[config.mk]
export PLATFORM = sky130hd
export DESIGN_NAME = xor_share_arbiter_flat
export DESIGN_NICKNAME = d
export VERILOG_FILES = /design/src/rtl/xor_share_arbiter_if.sv /design/src/rtl/xor_share_arbiter.sv /design/src/flat_wrapper.sv
export SDC_FILE = /design/constraint.sdc
export NUM_CORES = 1
export LEC_CHECK = 0
export CAP_MARGIN = 30
export CORE_UTILIZATION = 45
export DETAILED_ROUTE_END_ITERATION = 16
export PLACE_DENSITY_LB_ADDON = 0.08
export SYNTH_ARGS = -nofsm -noshare
export SYNTH_HDL_FRONTEND = slang
export SYNTH_SLANG_ARGS = --single-unit
[constraint.sdc]
create_clock -name clk -period 2.54 [get_ports clk]
set_clock_uncertainty 0.2 [all_clocks]
set_input_delay 0.254 -clock clk [delete_from_list [all_inputs] [get_ports clk]]
set_output_delay 0.254 -clock clk [all_outputs]
set_load 0.05 [all_outputs]
[src/rtl/xor_share_arbiter_if.sv]
//------------------------------------------------------------------------------
// Module   : xor_share_arbiter_if
// Brief    : Request/operand/grant/result bundle for the shared-XOR arbiter.
// Revision : 1.0 - initial release
//------------------------------------------------------------------------------
`default_nettype none

interface xor_share_arbiter_if #(
    parameter int WIDTH = 8
);
    logic [3:0]         req;
    logic [4*WIDTH-1:0] a_in;
    logic [4*WIDTH-1:0] b_in;
    logic [3:0]         gnt;
    logic               busy;
    logic               done;
    logic [1:0]         done_id;
    logic [WIDTH-1:0]   result;

    modport master (
        output req, a_in, b_in,
        input  gnt, busy, done, done_id, result
    );

    modport slave (
        input  req, a_in, b_in,
        output gnt, busy, done, done_id, result
    );
endinterface

`default_nettype wire

[src/rtl/xor_share_arbiter.sv]
//------------------------------------------------------------------------------
// Module   : xor_share_arbiter
// Brief    : Round-robin 4-way arbiter feeding one bit-serial NAND-built XOR cell.
// Revision : 1.0 - initial release
//------------------------------------------------------------------------------
`default_nettype none

module xor_share_arbiter #(
    parameter int WIDTH = 8
) (
    input  wire                 clk,
    input  wire                 rst_n,
    xor_share_arbiter_if.slave  bus
);
    localparam logic [1:0] S_IDLE  = 2'd0;
    localparam logic [1:0] S_LOAD  = 2'd1;
    localparam logic [1:0] S_SHIFT = 2'd2;
    localparam logic [1:0] S_DONE  = 2'd3;
    localparam int         CNT_W   = $clog2(WIDTH) + 1;

    logic [1:0]       state_q, state_d;
    logic [3:0]       gnt_q, gnt_d;
    logic [1:0]       gnt_id_q, gnt_id_d;
    logic [1:0]       last_q, last_d;
    logic [1:0]       done_id_q, done_id_d;
    logic [WIDTH-1:0] a_sh_q, a_sh_d;
    logic [WIDTH-1:0] b_sh_q, b_sh_d;
    logic [WIDTH-1:0] acc_q, acc_d;
    logic [WIDTH-1:0] result_q, result_d;
    logic [CNT_W-1:0] cnt_q, cnt_d;

    logic             w_any_req;
    logic             w_found;
    logic [1:0]       w_idx;
    logic [1:0]       w_winner;
    logic             w_last_bit;
    logic [WIDTH-1:0] w_acc_next;

    // The single shared XOR cell: four 2-input NANDs on the operand LSBs.
    logic w_nand_ab, w_nand_a, w_nand_b, w_xor;
    assign w_nand_ab = ~(a_sh_q[0] & b_sh_q[0]);
    assign w_nand_a  = ~(a_sh_q[0] & w_nand_ab);
    assign w_nand_b  = ~(b_sh_q[0] & w_nand_ab);
    assign w_xor     = ~(w_nand_a & w_nand_b);

    assign w_acc_next = {w_xor, acc_q[WIDTH-1:1]};
    assign w_last_bit = (cnt_q == CNT_W'(WIDTH - 1));

    // Search upward from the requester after the last one served, wrapping.
    always_comb begin
        w_found   = 1'b0;
        w_winner  = 2'd0;
        w_idx     = 2'd0;
        w_any_req = |bus.req;
        for (int k = 1; k <= 4; k++) begin
            w_idx = last_q + 2'(k);
            if (!w_found && bus.req[w_idx]) begin
                w_found  = 1'b1;
                w_winner = w_idx;
            end
        end
    end

    always_ff @(posedge clk or negedge rst_n) begin
        if (!rst_n) begin
            state_q <= S_IDLE;
        end else begin
            state_q <= state_d;
        end
    end

    always_comb begin
        state_d = state_q;
        case (state_q)
            S_IDLE:  if (w_any_req) state_d = S_LOAD;
            S_LOAD:  state_d = S_SHIFT;
            S_SHIFT: if (w_last_bit) state_d = S_DONE;
            S_DONE:  state_d = S_IDLE;
            default: state_d = S_IDLE;
        endcase
    end

    always_comb begin
        bus.busy    = (state_q != S_IDLE);
        bus.done    = (state_q == S_DONE);
        bus.gnt     = gnt_q;
        bus.done_id = done_id_q;
        bus.result  = result_q;
    end

    always_comb begin
        gnt_d     = gnt_q;
        gnt_id_d  = gnt_id_q;
        last_d    = last_q;
        done_id_d = done_id_q;
        a_sh_d    = a_sh_q;
        b_sh_d    = b_sh_q;
        acc_d     = acc_q;
        result_d  = result_q;
        cnt_d     = cnt_q;
        case (state_q)
            S_IDLE: begin
                if (w_any_req) begin
                    gnt_d    = 4'b0001 << w_winner;
                    gnt_id_d = w_winner;
                end else begin
                    gnt_d    = 4'b0000;
                end
            end
            S_LOAD: begin
                a_sh_d = bus.a_in[gnt_id_q*WIDTH +: WIDTH];
                b_sh_d = bus.b_in[gnt_id_q*WIDTH +: WIDTH];
                acc_d  = '0;
                cnt_d  = '0;
            end
            S_SHIFT: begin
                acc_d  = w_acc_next;
                a_sh_d = a_sh_q >> 1;
                b_sh_d = b_sh_q >> 1;
                cnt_d  = cnt_q + CNT_W'(1);
                if (w_last_bit) begin
                    result_d  = w_acc_next;
                    done_id_d = gnt_id_q;
                    last_d    = gnt_id_q;
                end
            end
            S_DONE: begin
                gnt_d = 4'b0000;
            end
            default: begin
                gnt_d = 4'b0000;
            end
        endcase
    end

    always_ff @(posedge clk or negedge rst_n) begin
        if (!rst_n) begin
            gnt_q     <= 4'b0000;
            gnt_id_q  <= 2'd0;
            last_q    <= 2'd3;
            done_id_q <= 2'd0;
            a_sh_q    <= '0;
            b_sh_q    <= '0;
            acc_q     <= '0;
            result_q  <= '0;
            cnt_q     <= '0;
        end else begin
            gnt_q     <= gnt_d;
            gnt_id_q  <= gnt_id_d;
            last_q    <= last_d;
            done_id_q <= done_id_d;
            a_sh_q    <= a_sh_d;
            b_sh_q    <= b_sh_d;
            acc_q     <= acc_d;
            result_q  <= result_d;
            cnt_q     <= cnt_d;
        end
    end
endmodule

`default_nettype wire

[src/flat_wrapper.sv]
// flat-port wrapper written by rule: the top's interface ports become plain ports
module xor_share_arbiter_flat 
#(
    parameter int WIDTH = 8
)
  (clk, rst_n, bus_req, bus_a_in, bus_b_in, bus_gnt, bus_busy, bus_done, bus_done_id, bus_result);
  xor_share_arbiter_if #(.WIDTH(WIDTH)) bus_i ();
  input  wire clk;
  input  wire rst_n;
  input wire logic [$bits(bus_i.req)-1:0] bus_req;
  input wire logic [$bits(bus_i.a_in)-1:0] bus_a_in;
  input wire logic [$bits(bus_i.b_in)-1:0] bus_b_in;
  output wire logic [$bits(bus_i.gnt)-1:0] bus_gnt;
  output wire logic [$bits(bus_i.busy)-1:0] bus_busy;
  output wire logic [$bits(bus_i.done)-1:0] bus_done;
  output wire logic [$bits(bus_i.done_id)-1:0] bus_done_id;
  output wire logic [$bits(bus_i.result)-1:0] bus_result;
  assign bus_i.req = bus_req;
  assign bus_i.a_in = bus_a_in;
  assign bus_i.b_in = bus_b_in;
  assign bus_gnt = bus_i.gnt;
  assign bus_busy = bus_i.busy;
  assign bus_done = bus_i.done;
  assign bus_done_id = bus_i.done_id;
  assign bus_result = bus_i.result;
  xor_share_arbiter #(.WIDTH(WIDTH)) u_core (.clk(clk), .rst_n(rst_n), .bus(bus_i));
endmodule
Word-level counts from Yosys, hierarchy flattened:

Cells that the tools add are included.
Widths: inputs -> output; s select.

* register bits: 48
* input bits: 70
* output and inout bits: 16

* add/sub/neg operators: 4
* magnitude comparators: 4
* equal/unequal tests: 6
* shift operators: 3
* multiplexer cells: 24
* bitwise operators: 8
* reductions and logical operators: 14

Operator list (count)
* $shiftx 32x6->8: 2
* $pmux 8 s2: 3
* $pmux 4 s2: 2
* $lt 2x3->1 const B: 4
* $mux 2: 6
* $bmux 1 s2: 4
* $pmux 2 s4: 1
* $mux 1: 7
* $reduce_and 2->1: 3
* $reduce_bool 2->1: 3
* $add 2x2->2 const B: 2
* $add 4x1->4 const B: 1
* $and 1x1->1: 4
* $eq 2x2->1 const B: 2
* $eq 4x3->1 const B: 1
* $mux 4: 1
* $ne 2x1->1 const B: 2
* $not 1->1: 4
* $reduce_or 4->1: 1
* $shl 1x2->4 const A: 1
* $logic_and 1x1->1: 3
* $logic_not 1->1: 3
* $add 2x1->2 const B: 1
* $eq 2x1->1 const B: 1
* $logic_not 2->1: 1

Longest topological paths before layout:

Gate-level depths: netlist of run 1.

* depth in word-level cells: 16
* depth in mapped cells: 8
* mapped depth without buffers: 6

Least setup slack after synthesis of run 1:

Ideal clock, no wire load.

* path type: register to register
* start: reg u_core.state_q[0]
* end: reg u_core.done_id_q[0], in the netlist u_core.bus.done_id[0]
* library setup time: 0.128 ns
* data arrival time: 1.447 ns
* data required time: 2.212 ns
* slack: 0.766 ns
* stages on the path, launching flop included: 8
* path buffers: 2
* period minus slack after synthesis: 1.774 ns
* path through: dfrtp_1 > inv_1 > ha_1 > buf_2 > inv_1 > or2_1 > buf_2 > mux2_1

* longest elaborated chain between the ends: 2

Ends and longest elaborated chain
* start: declaration: RTL line xor_share_arbiter.sv:21 `logic [1:0] state_q, state_d;`
* start signal: assignment: RTL line xor_share_arbiter.sv:68 `state_q <= state_d;`
* $eq 2x2->1: RTL line xor_share_arbiter.sv:101 `case (state_q)`
* $reduce_and 2->1 (no source line)
* end signal: assignment: RTL line xor_share_arbiter.sv:151 `done_id_q <= done_id_d;`
* end: declaration: RTL line xor_share_arbiter.sv:25 `logic [1:0] done_id_q, done_id_d;`

Every way passes these cells.
A chain may end at the register's enable or synchronous reset.

Worst setup path after layout of run 1:

* start: reg u_core.state_q[0]
* end: out bus_busy

* longest elaborated chain between the ends: 1

Ends and longest elaborated chain
* $reduce_bool 2->1: RTL line xor_share_arbiter.sv:84 `bus.busy = (state_q != S_IDLE);`
* end: declaration: RTL line flat_wrapper.sv:14 `output wire logic [$bits(bus_i.busy)-1:0] bus_busy;`

Every way passes these cells.

==> run metrics, run 1 <==
Area Growth Syn to Fin=41.21%; Post-Syn Area=2511 sq um; biggest area consumer among synthesized cells=dfrtp_1; Num Clock Sinks=47; PD cells=1007 nW/um^2; via count=2059; Synth top area share=44.84%; mean area per synthesized cell=10.60 sq um; Cell Count, Final, Fillers Out=393; Setup crit end kind=output pin; largest net degree at the start of global routing=49; RSZ-0062 raised after global routing=no; fin crit share=89.56%; first-pass GRT wire length=9011 um; initial antenna violation count=0; final WL=5179 um; Max-Cap Viols=0; maximum root-to-sink buffer count=2; status=finished, final reports clean; cell total after placement=384; Detail Route Antenna Nets=0; Final setup viols=0; H-tree Lvls=2; final core utilization=67.70%; Final Critical Period=2.275 ns; post-synthesis async set-or-reset flop share=100.0%; vias in the first global route=2026; clk slew on worst S/H paths=0.09 ns; I/O pin cnt=86; peak supply drop=0.7271 mV; Worst Hold Class=flop to flop; EDFF count, synth=0; Skew-Pair Late Insertion Delay=0.30 ns; hold buffer count at CTS=1; post-route setup TNS=0 ns; drt wl/cell=13.18 um; total core area=5238 sq um; cts bufs inserted=5; area of the multi-input gates=1186 sq um; critical path arrival=1.82 ns; synthesized net count=311; Reg area=1179 sq um; Rows=26; routed vias/inst=5.239; share of cells above drive strength 1=11.46%; synthesis-stage register bit count=47; cells after synthesis=237; Die Y=76.70 um; sequence of cells on the critical path=inv_1, ha_2, inv_1, clkdlybuf4s50_1; most used cell, CP=inv_1; Worst Tran Pin Value=0.8445 ns; ys flop type=dfrtp_1; Tot GR Track Use=19.38%; crit path max fanout=3; Root Driver=clkbuf_8; top cells by area, synth=dfrtp_1, mux4_2, mux4_1; CTS tree=done; post-CTS sizing=0; Final Max Tran Viols=0; Slew headroom=43.70%; Detail Placement HPWL=3779 um; CP max stage delay=0.80 ns; Initial Util=47.95%; CP max-delay cell=clkdlybuf4s50_1; drt pass-1 iters=4; most common cell in the synthesized netlist=dfrtp_1; Synthesis Warnings=0; GR Overflow Total=0; die area=5883 sq um; port buffer count=85; placer congestion estimate=0.7432; DRC viols=0; Setup CP Type=flop to output pin; final number of hold-violating endpoints=0; Net count, final=396; synth unique cells=37; Max Clock Freq=0.4396 GHz; drt initial violations=91; LEAKAGE=1.472 nW; Req. time, crit path=2.09 ns; Die Wd=76.70 um; crit path launch type=flop; post-CTS setup buffers=0; antenna cell count=0; Filler Cell Count=397; Tot Pwr=3.570 mW; sequential-to-total area share from yosys stat=46.94%; synth cell count leaders=dfrtp_1, nand2_1, o21ai_0
==> placed cells by master (no fill, tap or decap), types with 2 or more instances in the layout <==
cell type	instances
o22ai_1	2
o21ai_0	21
mux2_2	3
dfstp_2	2
inv_1	14
nor2b_1	3
nand3_1	9
mux4_2	9
nand2b_1	2
o31ai_1	2
a31o_2	2
a32o_1	2
clkbuf_8	6
nor3b_1	2
ha_1	3
a31oi_1	14
mux4_1	7
mux2_1	2
clkdlybuf4s50_1	84
mux2i_1	2
a21oi_1	4
nor2_1	15
nand2_1	44
buf_4	9
dfrtp_1	45
==> layer usage <==
metal / wire [um] / global-route usage (%)
met4: 75 / 7.115
met1: 2328 / 24.41
met5: 0 / 0
met2: 2476 / 32.59
met3: 299 / 4.286
==> worst paths after layout <==
kind	from	endpoint	slack, ns	depth (start not counted)
max	u_core.state_q[0]	bus_busy	0.27	4
min	u_core.bus.result[2]	u_core.bus.result[2]	0.28	2
max reg2reg	u_core.state_q[1]	u_core.b_sh_q[3]	0.50	5
min reg2reg	u_core.bus.result[2]	u_core.bus.result[2]	0.28	2
max in group asynchronous	rst_n	u_core.a_sh_q[0]	1.11	3
min in group asynchronous	rst_n	u_core.state_q[1]	0.39	2
==> cell families after synthesis <==
logic type	Yosys count	synth area share, %
xor+xnor	1	0.3488
buf+inv	31	5.929
mux	23	18.44
compound gates	51	12.66
fa+ha+maj	4	1.993
flops	47	46.94
simple gates	80	13.70
==> where the power goes <==
| group | internal, mW | switching, mW | total (mW) |
|---|---|---|---|
| clock network | 0.319 | 0.248 | 0.567 |
| registers | 0.992 | 0.173 | 1.16 |
| logic | 0.822 | 1.02 | 1.84 |
| total | 2.13 | 1.44 | 3.57 |
==> cell type report <==
type | instances | area share [%]
timing repair buffer | 95 | 26.04
tap | 70 | 2.470
clock inverter | 2 | 0.9880
multi-input combinational | 159 | 33.45
clock buffer | 6 | 2.329
inverter | 14 | 1.482
sequential | 47 | 33.24
==> sequential cells by signal (all words and copies together), names as in the netlist <==
register / count
u_core.a_sh_q: 8
u_core.bus.done_id: 2
u_core.last_q: 2
u_core.bus.gnt: 4
u_core.state_q: 2
u_core.gnt_id_q: 2
u_core.acc_q: 7
u_core.b_sh_q: 8
u_core.bus.result: 8
u_core.cnt_q: 4
==> critical path, delay by kind of cell, from the launching register on <==
family / cells / cell delay [ns]
DFF: 1 / 0.38
adders and majority gates: 1 / 0.20
buffers and inverters: 3 / 0.94
==> through the flow <==
step / area (sq um) / setup WS, ns / hold slack (ns)
6_report: 3546 / 0.2651 / 0.2828
5_1_grt: 3546 / 0.1891 / 0.3135
4_1_cts: 3546 / 0.2550 / 0.2896
3_5_place_dp: 3418 / 0.5010 / 0.2164
3_3_place_gp: 3418 / 0.5618 / 0.2186
2_1_floorplan: 2511 / 0.7655 / -0.2416
(Power assumes the default switching activity.)
==> run 2, diff against run 1 <==
GPL_ROUTABILITY_DRIVEN = 0   (was default)
==> results of run 2 <==
Same layout as run 1: the final DEF is identical, and so are final timing and power.
